--- src/rtl/cpu_run_ctrl.sv ---
// Run controller and 16x8 program store for the 4-bit CPU core: loader arbitration, reset/halt/run/step sequencing.
// Optional breakpoint unit enabled by defining CPU_RUN_CTRL_BRKPT_EN.
module cpu_run_ctrl #(
  parameter int RUN_DIV = 1,
  parameter int CNT_W   = 8
) (
  input  logic             clk,
  input  logic             reset,
  input  logic             ld_valid,
  output logic             ld_ready,
  input  logic [3:0]       ld_addr,
  input  logic [7:0]       ld_data,
  input  logic             run_req,
  input  logic             step_req,
  input  logic             halt_req,
  input  logic             rst_req,
  input  logic [3:0]       cpu_addr,
  output logic [7:0]       cpu_data,
  output logic             cpu_n_reset,
  output logic             cpu_en,
  output logic [1:0]       state,
  output logic [CNT_W-1:0] exec_cnt
`ifdef CPU_RUN_CTRL_BRKPT_EN
  ,
  input  logic             bp_valid,
  input  logic [3:0]       bp_addr,
  output logic             bp_hit
`endif
);

  typedef enum logic [1:0] {
    S_IDLE = 2'd0,
    S_HALT = 2'd1,
    S_RUN  = 2'd2,
    S_STEP = 2'd3
  } run_state_t;

  localparam logic [7:0] DIV_LAST = 8'(RUN_DIV - 1);

  run_state_t cur_state, nxt_state;
  logic [7:0] mem [16];
  logic [7:0] div_cnt;
  logic       run_en;
  logic       bp_trip;
  logic       run_entry;

  assign state       = cur_state;
  assign cpu_data    = mem[cpu_addr];
  assign ld_ready    = (cur_state == S_IDLE) || (cur_state == S_HALT);
  assign cpu_n_reset = (cur_state != S_IDLE);
  assign run_en      = (cur_state == S_RUN) && (div_cnt == DIV_LAST);
  assign run_entry   = (nxt_state == S_RUN) && (cur_state != S_RUN);
  assign cpu_en      = (run_en && !bp_trip) || (cur_state == S_STEP);

`ifdef CPU_RUN_CTRL_BRKPT_EN
  // first_en lets a resume from a breakpoint execute the instruction it stopped on
  logic first_en;

  assign bp_trip = run_en && !first_en && bp_valid && (cpu_addr == bp_addr);

  always_ff @(posedge clk) begin
    if (reset) begin
      first_en <= 1'b0;
      bp_hit   <= 1'b0;
    end else begin
      if (run_entry)
        first_en <= 1'b1;
      else if (run_en)
        first_en <= 1'b0;

      if (rst_req)
        bp_hit <= 1'b0;
      else if (bp_trip)
        bp_hit <= 1'b1;
      else if (run_req || step_req)
        bp_hit <= 1'b0;
    end
  end
`else
  assign bp_trip = 1'b0;
`endif

  always_ff @(posedge clk) begin
    if (reset)
      cur_state <= S_IDLE;
    else
      cur_state <= nxt_state;
  end

  always_comb begin
    nxt_state = cur_state;
    if (rst_req) begin
      nxt_state = S_IDLE;
    end else begin
      case (cur_state)
        S_IDLE: begin
          if (halt_req)      nxt_state = S_HALT;
          else if (step_req) nxt_state = S_STEP;
          else if (run_req)  nxt_state = S_RUN;
        end
        S_HALT: begin
          if (halt_req)      nxt_state = S_HALT;
          else if (step_req) nxt_state = S_STEP;
          else if (run_req)  nxt_state = S_RUN;
        end
        S_RUN: begin
          if (halt_req || bp_trip) nxt_state = S_HALT;
        end
        S_STEP: nxt_state = S_HALT;
        default: nxt_state = S_IDLE;
      endcase
    end
  end

  always_ff @(posedge clk) begin
    if (reset) begin
      for (int i = 0; i < 16; i++) mem[i] <= 8'h00;
    end else if (ld_valid && ld_ready) begin
      mem[ld_addr] <= ld_data;
    end
  end

  // Divider restarts on every RUN entry so the first enable lands RUN_DIV cycles after the request
  always_ff @(posedge clk) begin
    if (reset)
      div_cnt <= 8'd0;
    else if (run_entry)
      div_cnt <= 8'd0;
    else if (cur_state == S_RUN)
      div_cnt <= (div_cnt == DIV_LAST) ? 8'd0 : div_cnt + 8'd1;
  end

  always_ff @(posedge clk) begin
    if (reset)
      exec_cnt <= '0;
    else if (nxt_state == S_IDLE)
      exec_cnt <= '0;
    else if (cpu_en)
      exec_cnt <= exec_cnt + CNT_W'(1);
  end

endmodule
--- config.mk ---
export PLATFORM = sky130hd
export DESIGN_NAME = cpu_run_ctrl
export DESIGN_NICKNAME = d
export VERILOG_FILES = /design/src/rtl/cpu_run_ctrl.sv
export SDC_FILE = /design/constraint.sdc
export NUM_CORES = 1
export LEC_CHECK = 0
export BUFFER_PORTS_ARGS = -buffer_cell sky130_fd_sc_hd__buf_4
export CAP_MARGIN = 10
export CORE_MARGIN = 2
export CORE_UTILIZATION = 47
export DETAILED_ROUTE_END_ITERATION = 10
export PLACE_DENSITY_LB_ADDON = 0.15
export SYNTH_ARGS = -nofsm -noshare
export SYNTH_HDL_FRONTEND = slang
export SYNTH_SLANG_ARGS = --single-unit
export TNS_END_PERCENT = 5
--- constraint.sdc ---
create_clock -name clk -period 2.65 [get_ports clk]
set_input_delay 0.53 -clock clk [delete_from_list [all_inputs] [get_ports clk]]
set_output_delay 0.53 -clock clk [all_outputs]
set_load 0.05 [all_outputs]
==> key figures <==
Status
  – Status: completed

Synth
  – Yosys reg bits: 146
  – EDFF count, synth: between 100 and 150
  – Synth cell count leaders: and2_1 (131), edfxtp_1 (128), mux4_2 (32), nor2_1 (26), dfxtp_1 (18)
  – Most frequent cell after synthesis: and2_1
  – Largest area contributor in the netlist: edfxtp_1
  – Mux share of post-synthesis cell area: a little over a tenth
  – Synth top area cells: edfxtp_1 (57%), and2_1 (12%), mux4_2 (11%)
  – Post-synthesis compound-gate area fraction: under 10%
  – Main combinational cell family by area after synthesis: simple AND/OR/NAND/NOR gates
  – Simple-Gate Fraction of Synth Area: 19.9%
  – Mean Syn Cell Area: 14.0 µm²
  – Asr flop ratio synth: 0%
  – Mapped cell area: between 6000 and 7000 µm²
  – Post-synthesis sequential area ratio: 62.5%
  – Warnings from Yosys: 0
  – Yosys cell types: 37
  – Main flop type after synthesis: edfxtp_1
  – XOR/XNOR Fraction of Synth Area: 1.04%
  – Post-synth net total: 506
  – Share of the synthesized area in the top cell type: a little under three fifths
  – Post-Synthesis Cells: 480
  – Adder-Cell Fraction of Synth Area: less than 1%

Placement
  – GPL Wtd Cong: 0.769
  – Hpwl dp: 10,300 µm
  – Port-buffer cells: 43

Power and ir drop
  – Pwr per Cell Area: 653 nW/µm²
  – PnR Total Power: 5.12 mW
  – Leakage power: 2.86 nW
  – Peak VDD IR: 419 µV

Setup path
  – Startpoint types: input port
  – Crit Path Class: in2out
  – Most used cell along the critical path: buf_4
  – Cells along the critical path: buf_4, buf_12, mux4_2, a22oi_1, nand2_1, buf_4
  – Worst Setup End Kind: output pin
  – CP max stage delay: about 0.53 ns
  – Worst r2r dst: mem[15][4]
  – WP buf/inv: 3
  – WP data required: around 2.1 ns
  – Crit path max-delay family: multiplexers
  – Critical Path AT: ~2.0 ns
  – Crit path max-delay cell type: mux4_2
  – Largest fanout on the critical path: 17
  – Worst r2r src: state[1]
  – Slack of the worst reg-to-reg path: 0.67 ns
  – FF-to-FF path depth: 4

Clocking
  – Post-CTS setup buffers: 0
  – CTS tree: built
  – Hold Buf Count CTS: 0
  – Clk_lat worst skew: 0.42 ns
  – Clk buf depth: 2
  – Clock buffer count from CTS: 17
  – Root Buffer: clkbuf_16
  – Post-cts sizing count: 0
  – # H-tree levels: 4
  – CTS sink count: 146
  – Clock transition at path regs: 0.05 ns

Global route
  – Total grt overflow: 0
  – Met3 Usage GRT: 4.67%
  – Met2 global-route usage: 34.6%
  – Vias in the first global route: 4,247
  – Met1 global-route usage: 29.6%
  – Antenna violations before repair: 0
  – Global-route wire length before repair: 23,500 µm
  – GR peak layer: met2
  – Total GRT Usage: 21.7%
  – Pin count of the biggest net entering global routing: 23

Routing
  – DRT iter0 DRCs: 401
  – WL/cell: 20.5 µm
  – First-pass DRT Iterations: 4
  – Drt via density: 5.60
  – DRC Markers: 0
  – Vias post-DR: approximately 4,000
  – DRT antenna net count: 0
  – Final WL: 15,000 µm

STA
  – Tmin final: 2.48 ns
  – Final hold violation count: 0
  – Clock skew: 0.00445 ns
  – Worst hold slack: roughly 0.31 ns
  – RSZ-0062 raised after global routing: false
  – Final slew viol count: 0
  – Setup Viol. Count Final: 0
  – Crit share post-route: 93.6%
  – Rel. slew slack: between 50% and 60%
  – Worst slew pin tran: just under 0.7 ns
  – Fmax: slightly above 0.4 GHz
  – Sum of negative setup slack: 0 ns

Die
  – DIE WIDTH: 124 µm
  – Core ar.: 13,900 µm²
  – Core Rows: 43
  – Initial core utilization: 48.3%
  – Die Span Y: 124 µm
  – # IOs: 44
  – Die area: ~15,000 µm²

Layout
  – N_diodes: 0
  – P&R area growth vs syn: 16.6%
  – Final nets: 567
  – Final core occ: 56.3%
  – Layout cells sized above 1: 24.8%

Min path
  – Hold Path Sink: state[0]
  – Hold_sp: rst_req
  – Worst hold path class: in2reg
  – WHS Path Cells: 2

Flow run
  – Max-cap viol count: 0
## layout by cell type (no fill, tap or decap), types with 3 or more instances in the layout
cell type	n
a21oi_1	7
a22oi_1	16
and2_1	131
buf_12	3
buf_4	61
clkbuf_1	7
clkbuf_16	17
dfxtp_1	18
edfxtp_1	128
ha_1	3
inv_1	6
mux4_2	32
nand2_1	17
nand3_1	3
nand4_1	5
nor2_1	26
nor2b_1	3
nor3_1	9
o21ai_0	5
or2_2	17
or3_1	6
xor2_1	6
## cell type report
type / instances / area (µm²)
flip-flops and latches: 146 / 4200
multi-input cells: 306 / 2410
clock buffers: 24 / 452
repair buffers: 64 / 518
clock inverters: 3 / 12.5
fillers: 1122 / 6090
well taps: 180 / 225
inverters: 6 / 22.5
## routing by layer
layer / wire (µm) / share of wire (%) / up-vias
met3: 713 / 4.8 / 19
met1: 6870 / 46 / 2071
met2: 7170 / 48 / 110
li1: - / - / 1879
met5: 0 / 0 / -
met4: 223 / 1.5 / 0
## metrics by stage
step                instance area, µm²  worst slack, ns  cells
finish                            7840            0.171    729
global route                      7840           0.0792    729
CTS                               7840            0.104    729
detailed placement                7380            0.111    702
global placement                  7380            0.139    702
floorplan                         6730            0.144    480
## sequential cells by signal, summed over array words and instances, names as in the netlist
signal,count
mem,128
div_cnt,8
exec_cnt,8
state,2
## how the worst max path moves through the flow
stage / depth (start not counted) / end / start
after floorplan: 5 / cpu_data[1] / cpu_addr[0]
after global routing: 6 / cpu_data[6] / cpu_addr[0]
after global placement: 6 / cpu_data[5] / cpu_addr[0]
after CTS: 6 / cpu_data[6] / cpu_addr[0]
after detailed placement: 6 / cpu_data[6] / cpu_addr[0]
final: 6 / cpu_data[5] / cpu_addr[0]
## cells by family after synthesis
group / Yosys count
and+or+nand+nor: 228
DFF: 146
AOI/OAI and AO/OA: 34
muxes: 33
buffers and inverters: 28
xor gates and xnor gates: 8
adders and majority gates: 3
## where the power goes
group / switching [mW] / total [mW] / internal (mW)
Clock: 0.823 / 1.98 / 1.16
Combinational: 0.291 / 0.483 / 0.193
Sequential: 0.0404 / 2.66 / 2.62
## worst reg2reg max path, stage by stage, from the launching register on
cell,delay [ns]
dfxtp_1,0.39
and2b_1,0.25
nand2_1,0.11
nor2_1,0.53
or2_2,0.38
(Power assumes the default switching activity.)
